<file path="src/rtl/pwm_seq_pkg.sv">
// pwm_seq_pkg: shared state encoding, default widths and address helper for the PWM ROM sequencer
package pwm_seq_pkg;
  typedef enum logic [1:0] {IDLE, FETCH, RUN, DONE} state_e;
  localparam int DEF_DATA_WIDTH = 8;
  localparam int DEF_ADDRESS_WIDTH = 8;
  localparam int DEF_PERIODS_PER_STEP = 4;
  function automatic int unsigned last_address(input int unsigned aw);
    return (1 << aw) - 1;
  endfunction
endpackage

</file>
<file path="src/rtl/pwm_counter.sv">
// pwm_counter: free-running PWM counter with registered compare and terminal-count wrap pulse
module pwm_counter #(
  parameter int DATA_WIDTH = 8
) (
  input  logic                  clk,
  input  logic                  rst,
  input  logic                  clear,
  input  logic [DATA_WIDTH-1:0] duty,
  output logic                  pwm_out,
  output logic                  wrap
);
  logic [DATA_WIDTH-1:0] cnt_q, cnt_d;
  logic pwm_q, pwm_d;
  // duty is the value that will be in force next cycle, so pwm_q lines up with cnt_q
  always_comb begin
    cnt_d = clear ? '0 : cnt_q + 1'b1;
    pwm_d = cnt_d < duty;
  end
  always_ff @(posedge clk) begin
    if (rst) begin
      cnt_q <= '0;
      pwm_q <= 1'b0;
    end else begin
      cnt_q <= cnt_d;
      pwm_q <= pwm_d;
    end
  end
  assign pwm_out = pwm_q;
  assign wrap = cnt_q == {DATA_WIDTH{1'b1}};
endmodule

</file>
<file path="src/rtl/pwm_rom_sequencer.sv">
// pwm_rom_sequencer: walks a ROM duty table, holding each entry for a fixed number of PWM periods
module pwm_rom_sequencer
  import pwm_seq_pkg::*;
#(
  parameter int DATA_WIDTH = DEF_DATA_WIDTH,
  parameter int ADDRESS_WIDTH = DEF_ADDRESS_WIDTH,
  parameter int PERIODS_PER_STEP = DEF_PERIODS_PER_STEP
) (
  input  logic                     clk,
  input  logic                     rst,
  input  logic                     enable,
  input  logic                     loop_en,
  output logic                     rom_ce,
  output logic                     rom_read_en,
  output logic [ADDRESS_WIDTH-1:0] rom_address,
  input  logic [DATA_WIDTH-1:0]    rom_data,
  output logic                     pwm_out,
  output logic [DATA_WIDTH-1:0]    duty,
  output logic                     busy,
  output logic                     done
);
  localparam int PW = PERIODS_PER_STEP > 1 ? $clog2(PERIODS_PER_STEP) : 1;
  localparam logic [PW-1:0] PC_LAST = PW'(PERIODS_PER_STEP - 1);
  localparam logic [ADDRESS_WIDTH-1:0] LAST = ADDRESS_WIDTH'(last_address(ADDRESS_WIDTH));
  state_e state_q, state_d;
  logic [ADDRESS_WIDTH-1:0] addr_q, addr_d;
  logic [DATA_WIDTH-1:0] duty_q, duty_d, cnt_duty;
  logic [PW-1:0] pc_q, pc_d;
  logic ce_q, busy_q, done_q, clear, wrap;
  always_comb begin
    state_d = state_q;
    addr_d = addr_q;
    duty_d = duty_q;
    pc_d = pc_q;
    unique case (state_q)
      IDLE:  if (enable) state_d = FETCH;
      FETCH: begin
        state_d = RUN;
        duty_d = rom_data;
        pc_d = '0;
      end
      RUN: if (wrap) begin
        pc_d = pc_q == PC_LAST ? '0 : pc_q + 1'b1;
        if (pc_q == PC_LAST) begin
          state_d = (addr_q == LAST && !loop_en) ? DONE : FETCH;
          addr_d = (addr_q == LAST && !loop_en) ? addr_q : addr_q + 1'b1;
        end
      end
      DONE:  if (!enable) state_d = IDLE;
    endcase
    if (!enable && (state_q == FETCH || state_q == RUN)) state_d = IDLE;
    if (state_d == IDLE) begin
      addr_d = '0;
      duty_d = '0;
      pc_d = '0;
    end
    // counter only advances while staying in RUN; a zero duty forces pwm low elsewhere
    clear = !(state_q == RUN && state_d == RUN);
    cnt_duty = state_d == RUN ? duty_d : '0;
  end
  always_ff @(posedge clk) begin
    if (rst) begin
      state_q <= IDLE;
      addr_q <= '0;
      duty_q <= '0;
      pc_q <= '0;
      ce_q <= 1'b0;
      busy_q <= 1'b0;
      done_q <= 1'b0;
    end else begin
      state_q <= state_d;
      addr_q <= addr_d;
      duty_q <= duty_d;
      pc_q <= pc_d;
      ce_q <= state_d == FETCH;
      busy_q <= state_d == FETCH || state_d == RUN;
      done_q <= state_d == DONE;
    end
  end
  pwm_counter #(.DATA_WIDTH(DATA_WIDTH)) u_cnt (
    .clk(clk),
    .rst(rst),
    .clear(clear),
    .duty(cnt_duty),
    .pwm_out(pwm_out),
    .wrap(wrap)
  );
  assign rom_ce = ce_q;
  assign rom_read_en = ce_q;
  assign rom_address = addr_q;
  assign duty = duty_q;
  assign busy = busy_q;
  assign done = done_q;
endmodule

</file>
<file path="config.mk">
export PLATFORM = sky130hd
export DESIGN_NAME = pwm_rom_sequencer
export DESIGN_NICKNAME = d
export VERILOG_FILES = /design/src/rtl/pwm_seq_pkg.sv /design/src/rtl/pwm_counter.sv /design/src/rtl/pwm_rom_sequencer.sv
export SDC_FILE = /design/constraint.sdc
export NUM_CORES = 1
export LEC_CHECK = 0
export BUFFER_PORTS_ARGS = -buffer_cell sky130_fd_sc_hd__buf_2
export CORE_MARGIN = 10
export CORE_UTILIZATION = 35
export DETAILED_ROUTE_END_ITERATION = 10
export PLACE_DENSITY_LB_ADDON = 0.2
export SYNTH_ARGS = -nofsm -noshare
export SYNTH_HDL_FRONTEND = slang
export SYNTH_SLANG_ARGS = --single-unit
</file>
<file path="constraint.sdc">
create_clock -name clk -period 8.7 [get_ports clk]
set_input_delay 1.305 -clock clk [delete_from_list [all_inputs] [get_ports clk]]
set_output_delay 1.305 -clock clk [all_outputs]
set_load 0.005 [all_outputs]
</file>
Word-level counts from Yosys, hierarchy flattened
Index checks and enable logic that the tools add are counted.

word-level totals
  register bits after elaboration = 32
  input bits = 12
  word-level logic and storage cells = 51

operators by class
  add/sub/neg operators = 3
  order comparisons = 1
  equal/unequal tests = 10
  multiplexer cells = 14
  bitwise logic cells = 1
  reductions and logical operators = 13

operators by type and width
  operator                                               number
  2-to-1 mux 8 bit                                       4
  adder 8 x 1 -> 8 bit, second input constant            2
  equality test 8 bit, second input constant             2
  2-to-1 mux 2 bit                                       8
  equality test 2 bit, second input constant             5
  < comparator 8 bit                                     1
  one-hot mux 2 bit (4 select lines)                     1
  equality test 2 x 1 -> 1 bit, second input constant    2
  logical NOT 2 bit                                      2
  one-hot mux 2 bit (2 select lines)                     1
  AND reduction 4 bit                                    1
  logical AND 1 bit                                      3
  adder 2 x 1 -> 2 bit, second input constant            1
  logical NOT 1 bit                                      2
  logical OR 1 bit                                       2
  inequality test 2 x 1 -> 1 bit, second input constant  1
  AND reduction 2 bit                                    1
  nonzero test 2 bit                                     1
  OR reduction 2 bit                                     1
  NOT 1 bit                                              1

Logic depth before layout (Yosys ltp)
Gate-level depths: netlist (run 1).

  depth after elaboration = 11
  gate-level depth with buffers = 16
  depth with buffers taken out = 14

Modules after synthesis
From an unflattened synthesis (run 1), not the netlist that was laid out.

second synthesis, totals
  cell total of the unflattened synthesis = 199
  area, all modules = 1,724.2 um2

modules (own cells, without submodules)
  module             instances  cells each  area each (um2)  seq. area each (um2)
  pwm_rom_sequencer  1          132         1,164.9          460.4
  pwm_counter        1          67          559.3            180.2

Worst setup path before layout (run 1)
No wires, ideal clock.

  path type = in2reg
  start = input port loop_en
  end = register u_cnt.pwm_q (netlist: u_cnt.pwm_out)
  data arrival time = 3.540 ns
  required time = 8.626 ns
  slack = 5.086 ns
  stages = 14
  path buffers = 2
  path through = and4b_1 -> and2_1 -> clkbuf_2 -> a21boi_0 -> o21ai_0 -> ha_1 -> nand2_1 -> clkbuf_1 -> nor2_1 -> ha_1 -> a21o_1 -> a21oi_1 -> nand2_1 -> o21ai_0

between the ends
  cells in the longest elaborated chain, start to end = 11
  elaborated cells on any way between the ends = 14

RTL lines
  item                                line                     source
  start, declared                     pwm_rom_sequencer.sv:12  input logic loop_en,
  logical NOT 1 bit                   pwm_rom_sequencer.sv:45  state_d = (addr_q == LAST && !loop_en) ? DONE : FETCH;
  logical AND 1 bit                   pwm_rom_sequencer.sv:45
  2-to-1 mux 2 bit                    pwm_rom_sequencer.sv:45
  2-to-1 mux 2 bit                    pwm_rom_sequencer.sv:44  if (pc_q == PC_LAST) begin
  2-to-1 mux 2 bit                    pwm_rom_sequencer.sv:42  RUN: if (wrap) begin
  one-hot mux 2 bit (4 select lines)  pwm_rom_sequencer.sv:35  unique case (state_q)
  2-to-1 mux 2 bit                    pwm_rom_sequencer.sv:51  if (!enable && (state_q == FETCH || state_q == RUN)) state_d = IDLE;
  via state_d[1]                      pwm_rom_sequencer.sv:25  state_e state_q, state_d;
  equality test 2 bit                 pwm_rom_sequencer.sv:58  clear = !(state_q == RUN && state_d == RUN);
  logical AND 1 bit                   pwm_rom_sequencer.sv:58
  2-to-1 mux 8 bit                    pwm_counter.sv:16        cnt_d = clear ? '0 : cnt_q + 1'b1;
  via u_cnt.cnt_d[4]                  pwm_counter.sv:12        logic [DATA_WIDTH-1:0] cnt_q, cnt_d;
  < comparator 8 bit                  pwm_counter.sv:17        pwm_d = cnt_d < duty;
  end signal, assigned                pwm_counter.sv:25        pwm_q <= pwm_d;
  end, declared                       pwm_counter.sv:13        logic pwm_q, pwm_d;

The timed path passes the listed nets, and every way through them passes these cells.
A chain may end at the register's enable or synchronous reset.

Worst setup path after layout (run 1)
  start = input port loop_en
  end = register u_cnt.pwm_q (netlist: u_cnt.pwm_out)

between the ends
  cells in the longest elaborated chain, start to end = 11
  elaborated cells on any way between the ends = 14

RTL lines
  item                                                      line
  logical NOT 1 bit *                                       pwm_rom_sequencer.sv:45
  logical AND 1 bit *                                       pwm_rom_sequencer.sv:45
  2-to-1 mux 2 bit *                                        pwm_rom_sequencer.sv:45
  2-to-1 mux 2 bit *                                        pwm_rom_sequencer.sv:44
  2-to-1 mux 2 bit *                                        pwm_rom_sequencer.sv:42
  one-hot mux 2 bit (4 select lines) *                      pwm_rom_sequencer.sv:35
  2-to-1 mux 2 bit *                                        pwm_rom_sequencer.sv:51
  via state_d[1]                                            pwm_rom_sequencer.sv:25
  equality test 2 bit or logical NOT 2 bit (tied branches)  pwm_rom_sequencer.sv:58, pwm_rom_sequencer.sv:59, pwm_rom_sequencer.sv:52
  logical AND 1 bit or 2-to-1 mux 8 bit (tied branches)     pwm_rom_sequencer.sv:58, pwm_rom_sequencer.sv:52
  2-to-1 mux 8 bit, on equally long branches                pwm_counter.sv:16, pwm_rom_sequencer.sv:59
  < comparator 8 bit *                                      pwm_counter.sv:17

Mark *: on every way through the listed nets, which the timed path passes. The rest lies on a longest branch.

==> impl_summary.txt, run 1 <==
----------------------------------------------------
[Worst setup path]
  CP Max Fanout ... 8
  CP Launch Point ... loop_en
  Critical path launch point type ... primary input
  Worst setup EP type ... register
  Slack of the worst reg-to-reg path ... 5.27 ns
  Crit path kind ... in2reg
  R2R Path Start ... u_cnt.cnt_q[0]$_SDFF_PP0_
  Data required time at the worst endpoint ... 8.91 ns
  Arrival @ worst endpoint ... 3.97 ns
  Reg-to-reg critical path endpoint ... u_cnt.pwm_out$_SDFF_PP0_
  CP Capture Point ... u_cnt.pwm_out$_SDFF_PP0_
  R2R depth ... 13

[Timing]
  Final cycle utilization of the critical path ... 43.2%
  Setup skew after layout ... 0.00605 ns
  Unrepaired setup endpoints after global routing ... false
  Final Hold Vio Count ... 0
  Min Clock Period, post-route ... 3.76 ns
  TNS Setup ... 0 ns
  Worst slew margin relative to its limit ... 61.5%
  Fin. max-slew vios ... 0
  Final setup fails ... 0
  Transition time of the tightest slew-check pin ... ~0.58 ns
  Crit path setup slack, layout ... 4.94 ns
  F_max ... approximately 270 MHz

[Logic synthesis]
  Top flip-flop cell by instance count after synthesis ... sky130_fd_sc_hd__dfxtp_1
  Total of flip-flops plus latches after synthesis ... 32
  Main area contributors after synthesis ... sky130_fd_sc_hd__dfxtp_1 35%, sky130_fd_sc_hd__ha_1 12%, sky130_fd_sc_hd__mux2_2 4.3%
  Synth async-reset ratio ... 0%
  Synthesized area per cell ... 8.75 um^2
  Net count after synthesis ... 238
  Post-synthesis cell type count ... 45
  Area share of the largest cell type after synthesis ... between 30% and 40%
  Post-Syn Instances ... 208
  Netlist Area Pre-Place ... 1820 um^2
  Number of enable-type register cells in the synthesized netlist ... 0
  Portion of the post-synthesis area used by sequential elements ... 35.2%
  Yosys Warn Count ... 0
  Library cell with the highest instance count after synthesis ... sky130_fd_sc_hd__dfxtp_1
  Ranking of synthesized cells by instance count ... 32 x sky130_fd_sc_hd__dfxtp_1, 21 x sky130_fd_sc_hd__nand2_1, 18 x sky130_fd_sc_hd__ha_1
  Post-synth top area cell ... sky130_fd_sc_hd__dfxtp_1

[Cells and area]
  P&R area growth vs syn ... 15.7%
  Filler cell count in the final layout ... 544
  Share of final-layout standard cells stronger than drive strength 1 ... a little over a fifth
  Count of nets after finishing ... 267
  Count of placed standard cells in the final layout, fillers left out ... 308
  ANT cells ... 0

[Global routing]
  Wire length of the first global-routing pass ... 7.24 mm
  Antenna violations before repair ... 0
  Maximum number of pins on one net before global-route repair ... 21
  Via count of the first global-routing pass ... 1552
  Final global-route overflow total ... 0
  GRT Resource Usage Total ... 10.3%

[Place]
  Sum of net half-perimeters after detailed placement ... around 3.2 mm
  Placer's final routability congestion estimate ... 0.808
  Count of input and output buffers ... 32
  Placed insts ... 300
  Placement-stage worst setup slack ... 4.69 ns

[Floorplanning]
  Die area ... 8480 um^2
  Horizontal extent of the die ... about 92 um
  Effective utilization at floorplan ... between 30% and 40%
  IO Count ... 33
  Y dimension of the die ... 92.1 um
  Std-Cell Rows ... 26
  Core Area ... 5070 um^2

[Power and ir drop]
  Part of the total power dissipated in combinational logic ... 40.1%
  Int Power ... 0.000311 W
  Fraction of power consumed by sequential logic ... 35.4%
  Maximum resistive drop on vdd ... ~110 uV
  Net switching power figure ... 0.000177 W
  Sw frac ... 36.2%
  Ratio of total power to cell area ... 232 nW/um^2
  Static leakage ... 0.871 nW
  Clock group share of total power ... 24.5%

[Clock network]
  Number of buffers inserted during clock tree synthesis ... 5
  Clock Tree Root ... sky130_fd_sc_hd__clkbuf_8
  Clock latency at the later pin of the worst-skew pair ... 0.28 ns
  Number of cells upsized or downsized after cts ... 0
  Clock-pin slew of the registers on the worst-case setup and hold paths ... 0.07 ns
  Number of buffers inserted for hold repair after clock tree synthesis ... 0
  CTS tree ... yes
  Total setup buffers inserted after CTS ... 0
  H-Tree Level Count ... 2
  Clock buffer depth ... 2
  TritonCTS Sinks ... 32

[Detailed routing]
  Routed WL ... 4.12 mm
  Vias post-DR ... 1520
  DRT Pass-1 Iters ... 4
  Count of nets left with antenna violations after detail routing ... 0
  1st-iter DRT viols ... 48
  Average routed wire per standard cell ... 13.4 um
  Via count normalized by instance count ... 4.94
  DRC violations left ... 0

[Flow run]
  Max-capacitance violation count ... 0

[Hold path]
  Class of the tightest hold or removal check ... reg2reg

[Run status]
  Outcome ... finished clean

----------------------------------------------------
## layout make-up
type | instances | area, um^2 | area share, %
clock buffer | 8 | 90.1 | 4.28
inverter | 6 | 22.5 | 1.07
multi-input combinational | 160 | 1100 | 52.5
sequential | 32 | 641 | 30.4
tap | 70 | 87.6 | 4.16
timing repair buffer | 32 | 160 | 7.61
## registers in the layout, indices dropped and copies added (netlist names)
| register | cells |
|---|---|
| u_cnt.cnt_q | 8 |
| u_cnt.pwm_out | 1 |
| busy | 1 |
| rom_ce | 1 |
| state_q | 2 |
| pc_q | 2 |
| rom_address | 8 |
| done | 1 |
| duty | 8 |
## cells by family after synthesis
group | count (synthesis) | synth area share (%)
buffers and inverters | 16 | 4.06
adder cells (fa/ha/maj) | 18 | 12.4
AND/OR/NAND/NOR | 94 | 28.0
AO/OA/AOI/OAI | 34 | 12.6
flip-flops | 32 | 35.2
XOR/XNOR | 6 | 2.89
multiplexers | 8 | 4.88
## power by group through the flow
stage	clock, W	sequential (W)	combinational, W
finish	0.000119	0.000173	0.000196
global placement	0	0.000176	0.000202
detailed placement	0	0.000176	0.000200
floorplan	0	0.000177	0.000144
CTS	0.000123	0.000173	0.000200
global route	0.000130	0.000175	0.000225
## metrics by stage
stage / total power [W] / util (%) / hold slack [ns] / instance area, um^2
final: 0.000488 / 41.5 / 0.475 / 2110
after global routing: 0.000530 / 41.5 / 0.495 / 2110
after CTS: 0.000496 / 41.5 / 0.476 / 2110
after detailed placement: 0.000376 / 39.7 / 0.467 / 2020
after global placement: 0.000378 / 39.7 / 0.464 / 2020
after floorplan: 0.000321 / - / 0.452 / 1820
## how the worst min path moves through the flow
stage | slack [ns] | from | cells after the start | to
floorplan | 0.45 | pc_q[1]$_SDFFE_PP0P_ | 2 | pc_q[1]$_SDFFE_PP0P_
global placement | 0.46 | pc_q[1]$_SDFFE_PP0P_ | 2 | pc_q[1]$_SDFFE_PP0P_
detailed placement | 0.47 | pc_q[1]$_SDFFE_PP0P_ | 2 | pc_q[1]$_SDFFE_PP0P_
CTS | 0.48 | pc_q[1]$_SDFFE_PP0P_ | 2 | pc_q[1]$_SDFFE_PP0P_
global route | 0.50 | pc_q[1]$_SDFFE_PP0P_ | 2 | pc_q[1]$_SDFFE_PP0P_
finish | 0.48 | pc_q[1]$_SDFFE_PP0P_ | 2 | pc_q[1]$_SDFFE_PP0P_
## critical path, stage by stage
cell	delay (ns)
sky130_fd_sc_hd__buf_2	0.10
sky130_fd_sc_hd__and4b_1	0.25
sky130_fd_sc_hd__and2_1	0.27
sky130_fd_sc_hd__a21boi_0	0.14
sky130_fd_sc_hd__o21ai_0	0.25
sky130_fd_sc_hd__ha_1	0.26
sky130_fd_sc_hd__nor2b_1	0.41
sky130_fd_sc_hd__nand2_1	0.10
sky130_fd_sc_hd__ha_1	0.31
sky130_fd_sc_hd__o21a_1	0.17
sky130_fd_sc_hd__o2111ai_1	0.18
sky130_fd_sc_hd__a21oi_1	0.08
sky130_fd_sc_hd__o21ai_0	0.15
## cells in the final DEF (no fill, tap or decap), types with 2 or more instances in the layout
| cell | synthesis | layout |
|---|---|---|
| sky130_fd_sc_hd__nor3_1 | 11 | 11 |
| sky130_fd_sc_hd__a21oi_1 | 10 | 10 |
| sky130_fd_sc_hd__o21ai_0 | 7 | 7 |
| sky130_fd_sc_hd__o21a_1 | 3 | 3 |
| sky130_fd_sc_hd__clkbuf_8 | 0 | 6 |
| sky130_fd_sc_hd__or4_1 | 2 | 2 |
| sky130_fd_sc_hd__and2_1 | 10 | 10 |
| sky130_fd_sc_hd__clkbuf_1 | 4 | 2 |
| sky130_fd_sc_hd__buf_2 | 1 | 32 |
| sky130_fd_sc_hd__nand4_1 | 4 | 4 |
| sky130_fd_sc_hd__and3_1 | 2 | 2 |
| sky130_fd_sc_hd__nand2b_1 | 2 | 2 |
| sky130_fd_sc_hd__or3_1 | 4 | 4 |
| sky130_fd_sc_hd__and4_1 | 2 | 2 |
| sky130_fd_sc_hd__o31ai_1 | 3 | 3 |
| sky130_fd_sc_hd__mux2_2 | 7 | 7 |
| sky130_fd_sc_hd__nand3_1 | 8 | 8 |
| sky130_fd_sc_hd__nor2b_1 | 6 | 6 |
| sky130_fd_sc_hd__xor2_1 | 2 | 2 |
| sky130_fd_sc_hd__nor2_1 | 15 | 15 |
| sky130_fd_sc_hd__inv_1 | 6 | 6 |
| sky130_fd_sc_hd__xnor2_1 | 4 | 4 |
| sky130_fd_sc_hd__ha_1 | 18 | 18 |
| sky130_fd_sc_hd__dfxtp_1 | 32 | 32 |
| sky130_fd_sc_hd__o2111ai_1 | 2 | 2 |
| sky130_fd_sc_hd__nand2_1 | 21 | 21 |
## routing by layer
layer / global-route usage, % / part of all wire (%)
met5: 0 / 0
met4: 4.63 / 1.4
met3: 3.02 / 3.8
met2: 16.8 / 48
met1: 12.3 / 47
Note: power is estimated with default switching activity, not from simulation.
==> run 2, diff against run 1 <==
ABC_AREA = 1   (was not set)
clock period = 3.2 ns   (was 8.7 ns; I/O delays follow)
==> impl_summary.txt, run 2 <==
----------------------------------------------------
[Cells and area]
  Count of nets after finishing ... 323
  ANT cells ... 0
  Commonest non-fill, non-tap cell in the layout ... sky130_fd_sc_hd__nand2_1
  Filler cell count in the final layout ... 556
  Most frequent cells in the layout ... 45 x sky130_fd_sc_hd__nand2_1, 32 x sky130_fd_sc_hd__inv_1, 32 x sky130_fd_sc_hd__nor2_1, 32 x sky130_fd_sc_hd__dfxtp_1, 32 x sky130_fd_sc_hd__buf_2
  Share of final-layout standard cells stronger than drive strength 1 ... 23.5%
  P&R area growth vs syn ... 17.6%

[Global routing]
  Wire length of the first global-routing pass ... 7.11 mm
  Antenna violations before repair ... 0
  Via count of the first global-routing pass ... 1583
  GRT Resource Usage Total ... about a tenth
  Maximum number of pins on one net before global-route repair ... 24
  Final global-route overflow total ... 0

[Place]
  Count of input and output buffers ... 32
  Sum of net half-perimeters after detailed placement ... 3.12 mm
  Placer's final routability congestion estimate ... 0.750

[Worst setup path]
  Worst setup EP type ... register
  Arrival @ worst endpoint ... 2.94 ns
  Largest stage delay, worst path ... 0.38 ns
  Crit path kind ... reg2reg
  CP Max Fanout ... 12
  Slowest cell on crit path ... sky130_fd_sc_hd__dfxtp_1
  Cell chain of the critical path ... ha_1 -> nand2_1 -> nor2_2 -> nand2_1 -> nor2_2 -> nand2_1 -> nand2_1 -> nand2_1 -> ha_1 -> inv_1 -> nand4_1 -> ha_1 -> nand2_1 -> o21a_1 -> nand2_1 -> nor2_1
  Cell class contributing the biggest share of worst-path delay ... simple AND/OR/NAND/NOR gates
  Most frequent cell on the critical path ... sky130_fd_sc_hd__nand2_1
  Bufs and invs on worst path ... 1
  Critical path launch point type ... register
  Data required time at the worst endpoint ... around 3.4 ns

[Timing]
  F_max ... approximately 360 MHz
  Worst slew margin relative to its limit ... 70.1%
  TNS Setup ... 0 ns
  Final cycle utilization of the critical path ... 87.1%
  Min Clock Period, post-route ... 2.79 ns
  Transition time of the tightest slew-check pin ... 0.449 ns
  Unrepaired setup endpoints after global routing ... false
  Final setup fails ... 0
  Final Hold Vio Count ... 0
  Setup skew after layout ... 0.00442 ns
  Fin Hold WS ... 0.477 ns
  Fin. max-slew vios ... 0

[Logic synthesis]
  Library cell with the highest instance count after synthesis ... sky130_fd_sc_hd__nand2_1
  Net count after synthesis ... 288
  Number of enable-type register cells in the synthesized netlist ... 0
  Post-synthesis cell type count ... 30
  Main area contributors after synthesis ... sky130_fd_sc_hd__dfxtp_1 34%, sky130_fd_sc_hd__ha_1 12%, sky130_fd_sc_hd__nand2_1 9.2%
  Total of flip-flops plus latches after synthesis ... 32
  Portion of the post-synthesis area used by sequential elements ... 34.3%
  Ranking of synthesized cells by instance count ... 46 x sky130_fd_sc_hd__nand2_1, 32 x sky130_fd_sc_hd__dfxtp_1, 32 x sky130_fd_sc_hd__inv_1, 32 x sky130_fd_sc_hd__nor2_1, 18 x sky130_fd_sc_hd__ha_1
  Post-Syn Instances ... 258
  Post-synth top area cell ... sky130_fd_sc_hd__dfxtp_1
  Synthesized area per cell ... between 7 and 8 um^2
  Netlist Area Pre-Place ... 1870 um^2
  Yosys Warn Count ... 0
  Area share of the largest cell type after synthesis ... 34.3%
  Synth async-reset ratio ... 0%
  Top flip-flop cell by instance count after synthesis ... sky130_fd_sc_hd__dfxtp_1

[Detailed routing]
  Vias post-DR ... 1636
  Average routed wire per standard cell ... ~11 um
  Count of nets left with antenna violations after detail routing ... 0
  1st-iter DRT viols ... 38
  DRC violations left ... 0
  Via count normalized by instance count ... 4.49
  DRT Pass-1 Iters ... 4
  Routed WL ... ~4 mm

[Clock network]
  Clock Tree Root ... sky130_fd_sc_hd__clkbuf_8
  Number of buffers inserted during clock tree synthesis ... 5
  Clock buffer depth ... 2
  Clock-pin slew of the registers on the worst-case setup and hold paths ... ~0.060 ns
  CTS tree ... yes
  TritonCTS Sinks ... 32
  H-Tree Level Count ... 2
  Number of buffers inserted for hold repair after clock tree synthesis ... 0
  Number of cells upsized or downsized after cts ... 0
  Total setup buffers inserted after CTS ... 0
  Clock latency at the later pin of the worst-skew pair ... 0.28 ns

[Power and ir drop]
  Clock group share of total power ... 20.0%
  Maximum resistive drop on vdd ... 333 uV
  Int Power ... roughly 0.00094 W
  Net switching power figure ... 0.000654 W
  Static leakage ... between 0.9 and 1 nW
  Sw frac ... 41.0%
  Part of the total power dissipated in combinational logic ... 49.2%
  Ratio of total power to cell area ... 727 nW/um^2
  Fraction of power consumed by sequential logic ... 30.8%

[Run status]
  Outcome ... finished clean

[Floorplanning]
  IO Count ... 33
  Horizontal extent of the die ... 93.0 um
  Y dimension of the die ... ~93 um
  Die area ... 8650 um^2
  Std-Cell Rows ... 26
  Effective utilization at floorplan ... 36.3%
  Core Area ... 5140 um^2

[Hold path]
  Class of the tightest hold or removal check ... reg2reg

[Flow run]
  Max-capacitance violation count ... 0

----------------------------------------------------
==> run 2: changes by cell type in the layout (fill, tap and decap cells not counted), sizes merged, moves of 5 or more <==
cell	previous run	this run
nand2	21	47
nand3	8	18
or2	1	12
and2	10	0
a21oi	10	16
nor2	15	39
nor2b	6	0
o21ai	7	2
mux2	7	0
inv	6	33
nor4	1	6
==> run 2: final timing paths <==
kind                                                 from                       end  slack [ns]  cells after the start
worst min-delay path                 pc_q[1]$_SDFFE_PP0P_      pc_q[1]$_SDFFE_PP0P_        0.48                      2
worst min register to register       pc_q[1]$_SDFFE_PP0P_      pc_q[1]$_SDFFE_PP0P_        0.48                      2
worst max register to register  u_cnt.cnt_q[0]$_SDFF_PP0_  u_cnt.pwm_out$_SDFF_PP0_        0.41                     16
worst max-delay path            u_cnt.cnt_q[0]$_SDFF_PP0_  u_cnt.pwm_out$_SDFF_PP0_        0.41                     16
==> run 2: worst reg2reg max path, cell delays in order (launching register included) <==
cell,delay (ns)
sky130_fd_sc_hd__dfxtp_1,0.38
sky130_fd_sc_hd__ha_1,0.19
sky130_fd_sc_hd__nand2_1,0.09
sky130_fd_sc_hd__nor2_2,0.14
sky130_fd_sc_hd__nand2_1,0.12
sky130_fd_sc_hd__nor2_2,0.11
sky130_fd_sc_hd__nand2_1,0.10
sky130_fd_sc_hd__nand2_1,0.07
sky130_fd_sc_hd__nand2_1,0.11
sky130_fd_sc_hd__ha_1,0.24
sky130_fd_sc_hd__inv_1,0.27
sky130_fd_sc_hd__nand4_1,0.19
sky130_fd_sc_hd__ha_1,0.32
sky130_fd_sc_hd__nand2_1,0.07
sky130_fd_sc_hd__o21a_1,0.19
sky130_fd_sc_hd__nand2_1,0.06
sky130_fd_sc_hd__nor2_1,0.03
==> run 2: routing by layer <==
metal  part of all wire [%]  GRT usage (%)  vias to the layer above  wire length, um
met5                      0              0                        -                0
met4                    2.2           4.37                        0               87
met3                    4.4           3.36                        6              176
met2                     46           16.0                       21             1850
met1                     47           12.1                      713             1890
li1                       -              -                      896                -
==> run 2: layout make-up <==
cell class                      instances  area [um^2]  area share (%)
Timing Repair Buffer                   35          183            8.32
Clock buffer                            8         90.1            4.10
Tap cell                               70         87.6            3.99
Inverter                               36          138            6.27
Sequential cell                        32          641            29.2
Multi-Input combinational cell        183         1060            48.1
==> run 2: cell families (layout without fill, tap and decap cells) <==
| group | after synthesis | in the layout | share of synthesized area (%) |
|---|---|---|---|
| DFF | 32 | 32 | 34.3 |
| and+or+nand+nor | 137 | 137 | 35.3 |
| adders and majority gates | 18 | 18 | 12.1 |
| buffers and inverters | 43 | 79 | 9.18 |
| xor gates and xnor gates | 6 | 6 | 2.81 |
| AOI/OAI and AO/OA | 22 | 22 | 6.37 |
==> run 2: power groups by stage <==
stage / combinational (W) / sequential, W / clock, W
after floorplan: 0.000565 / 0.000506 / 0
after global placement: 0.000795 / 0.000504 / 0
after detailed placement: 0.000792 / 0.000503 / 0
after CTS: 0.000797 / 0.000494 / 0.000333
after global routing: 0.000927 / 0.000501 / 0.000350
final: 0.000785 / 0.000492 / 0.000319
==> run 2: per-stage QoR <==
step / instances / cell area, um^2 / setup slack, ns / total power [W] / utilization (%)
after floorplan: 258 / 1870 / 0.481 / 0.00107 / -
after global placement: 356 / 2100 / 0.308 / 0.00130 / 40.9
after detailed placement: 356 / 2100 / 0.304 / 0.00129 / 40.9
after CTS: 364 / 2190 / 0.281 / 0.00162 / 42.7
after global routing: 364 / 2200 / 0.0507 / 0.00178 / 42.7
final: 364 / 2200 / 0.413 / 0.00160 / 42.7
==> run 3, diff against run 2 <==
CAP_MARGIN = 10   (was not set)
GPL_ROUTABILITY_DRIVEN = 0   (was not set)
PLACE_DENSITY = 0.53   (was not set)
PLACE_DENSITY_LB_ADDON = not set   (was 0.2)
==> impl_summary.txt, run 3 (synthesized netlist as in run 2, its figures left out) <==
----------------------------------------------------
[Clock network]
  Number of buffers inserted during clock tree synthesis ... 5
  Clock latency at the later pin of the worst-skew pair ... 0.28 ns
  CTS tree ... yes
  Number of cells upsized or downsized after cts ... 0
  H-Tree Level Count ... 2
  Clock buffer depth ... 2
  Clock Tree Root ... sky130_fd_sc_hd__clkbuf_8
  Clock-pin slew of the registers on the worst-case setup and hold paths ... 0.07 ns
  TritonCTS Sinks ... 32
  Total setup buffers inserted after CTS ... 0
  Number of buffers inserted for hold repair after clock tree synthesis ... 0

[Run status]
  Outcome ... finished clean

[Worst setup path]
  Worst setup EP type ... register
  Data required time at the worst endpoint ... 3.42 ns
  Critical path launch point type ... register
  Arrival @ worst endpoint ... around 3 ns
  CP Max Fanout ... 12
  Crit path kind ... reg2reg
  R2R depth ... 16

[Detailed routing]
  DRC violations left ... 0
  DRT Pass-1 Iters ... 4
  Via count normalized by instance count ... 4.53
  1st-iter DRT viols ... 36
  Vias post-DR ... roughly 1600
  Average routed wire per standard cell ... 11.5 um
  Routed WL ... 4.19 mm
  Count of nets left with antenna violations after detail routing ... 0

[Timing]
  Final cycle utilization of the critical path ... 88.6%
  TNS Setup ... 0 ns
  Setup skew after layout ... 0.00264 ns
  Transition time of the tightest slew-check pin ... 0.440 ns
  Fin Hold WS ... 0.475 ns
  Min Clock Period, post-route ... 2.84 ns
  F_max ... 353 MHz
  Final setup fails ... 0
  Final Hold Vio Count ... 0
  Fin. max-slew vios ... 0
  Worst slew margin relative to its limit ... 70.7%
  Crit path setup slack, layout ... 0.365 ns
  Unrepaired setup endpoints after global routing ... false

[Hold path]
  Class of the tightest hold or removal check ... reg2reg
  Cell depth of the worst min-delay path ... 1

[Place]
  Placed insts ... 355
  Count of input and output buffers ... 32
  Sum of net half-perimeters after detailed placement ... 3.32 mm
  Placed Area ... approximately 2100 um^2
  Placement-stage worst setup slack ... 0.269 ns

[Cells and area]
  Commonest non-fill, non-tap cell in the layout ... sky130_fd_sc_hd__nand2_1
  P&R area growth vs syn ... 17.2%
  Footprint of the multi-input gates ... approximately 1100 um^2
  Post-route standard cell area excluding fillers ... between 2000 and 2500 um^2
  ANT cells ... 0
  Count of nets after finishing ... 322
  Most frequent cells in the layout ... 45 x sky130_fd_sc_hd__nand2_1, 32 x sky130_fd_sc_hd__inv_1, 32 x sky130_fd_sc_hd__nor2_1, 32 x sky130_fd_sc_hd__dfxtp_1, 32 x sky130_fd_sc_hd__buf_2
  Count of placed standard cells in the final layout, fillers left out ... 363
  Share of final-layout standard cells stronger than drive strength 1 ... 23.2%
  Filler cell count in the final layout ... 570
  Area taken by flip-flops and latches ... approximately 640 um^2

[Floorplanning]
  Y dimension of the die ... 93.0 um
  IO Count ... 33
  Die area ... 8650 um^2
  Std-Cell Rows ... 26
  Effective utilization at floorplan ... between 30 and 40%
  Core Area ... 5140 um^2
  Horizontal extent of the die ... 93.0 um

[Power and ir drop]
  Static leakage ... 0.985 nW
  Maximum resistive drop on vdd ... 389 uV
  Ratio of total power to cell area ... 719 nW/um^2

[Global routing]
  Final global-route overflow total ... 0
  Antenna violations before repair ... 0
  Wire length of the first global-routing pass ... 6.98 mm
  GRT Resource Usage Total ... around 10%
  Maximum number of pins on one net before global-route repair ... 24
  Via count of the first global-routing pass ... 1556

[Flow run]
  Max-capacitance violation count ... 0

----------------------------------------------------
## run 3: critical path, stage by stage (launching register included)
cell,delay [ns]
sky130_fd_sc_hd__dfxtp_1,0.38
sky130_fd_sc_hd__ha_1,0.19
sky130_fd_sc_hd__nand2_1,0.09
sky130_fd_sc_hd__nor2_2,0.14
sky130_fd_sc_hd__nand2_1,0.11
sky130_fd_sc_hd__nor2_2,0.11
sky130_fd_sc_hd__nand2_1,0.09
sky130_fd_sc_hd__nand2_1,0.08
sky130_fd_sc_hd__nand2_1,0.12
sky130_fd_sc_hd__ha_1,0.29
sky130_fd_sc_hd__inv_1,0.28
sky130_fd_sc_hd__nand4_1,0.18
sky130_fd_sc_hd__ha_1,0.32
sky130_fd_sc_hd__a21oi_1,0.17
sky130_fd_sc_hd__o21a_1,0.13
sky130_fd_sc_hd__nand2_1,0.05
sky130_fd_sc_hd__nor2_1,0.07
## run 3: path summary, 6_finish.rpt
check	start	slack, ns	end
min	pc_q[0]$_SDFFE_PP0P_	0.47	pc_q[0]$_SDFFE_PP0P_
max reg2reg	u_cnt.cnt_q[0]$_SDFF_PP0_	0.36	u_cnt.pwm_out$_SDFF_PP0_
min reg2reg	pc_q[0]$_SDFFE_PP0P_	0.47	pc_q[0]$_SDFFE_PP0P_
max	u_cnt.cnt_q[0]$_SDFF_PP0_	0.36	u_cnt.pwm_out$_SDFF_PP0_
## run 3: area by class of cell
type / instances / share of cell area [%]
multi-input combinational: 183 / 48.3
sequential: 32 / 29.3
timing repair buffer: 34 / 8.00
inverter: 36 / 6.29
clock buffer: 8 / 4.12
tap: 70 / 4.00
## run 3: power by group
group	total (W)	internal [W]	switching, W
clock	0.000321	0.000175	0.000146
combinational	0.000759	0.000290	0.000469
sequential	0.000494	0.000463	0.0000315
## run 3: per-layer routing
metal / track usage, % / wire [um]
met5: 0 / 0
met4: 3.86 / 42
met3: 3.60 / 207
met2: 17.4 / 2130
met1: 10.7 / 1820
## run 3: through the flow
step | util [%] | total power, W
after floorplan | - | 0.00107
after global placement | 40.8 | 0.00128
after detailed placement | 40.8 | 0.00127
after CTS | 42.5 | 0.00160
after global routing | 42.6 | 0.00174
final | 42.6 | 0.00157
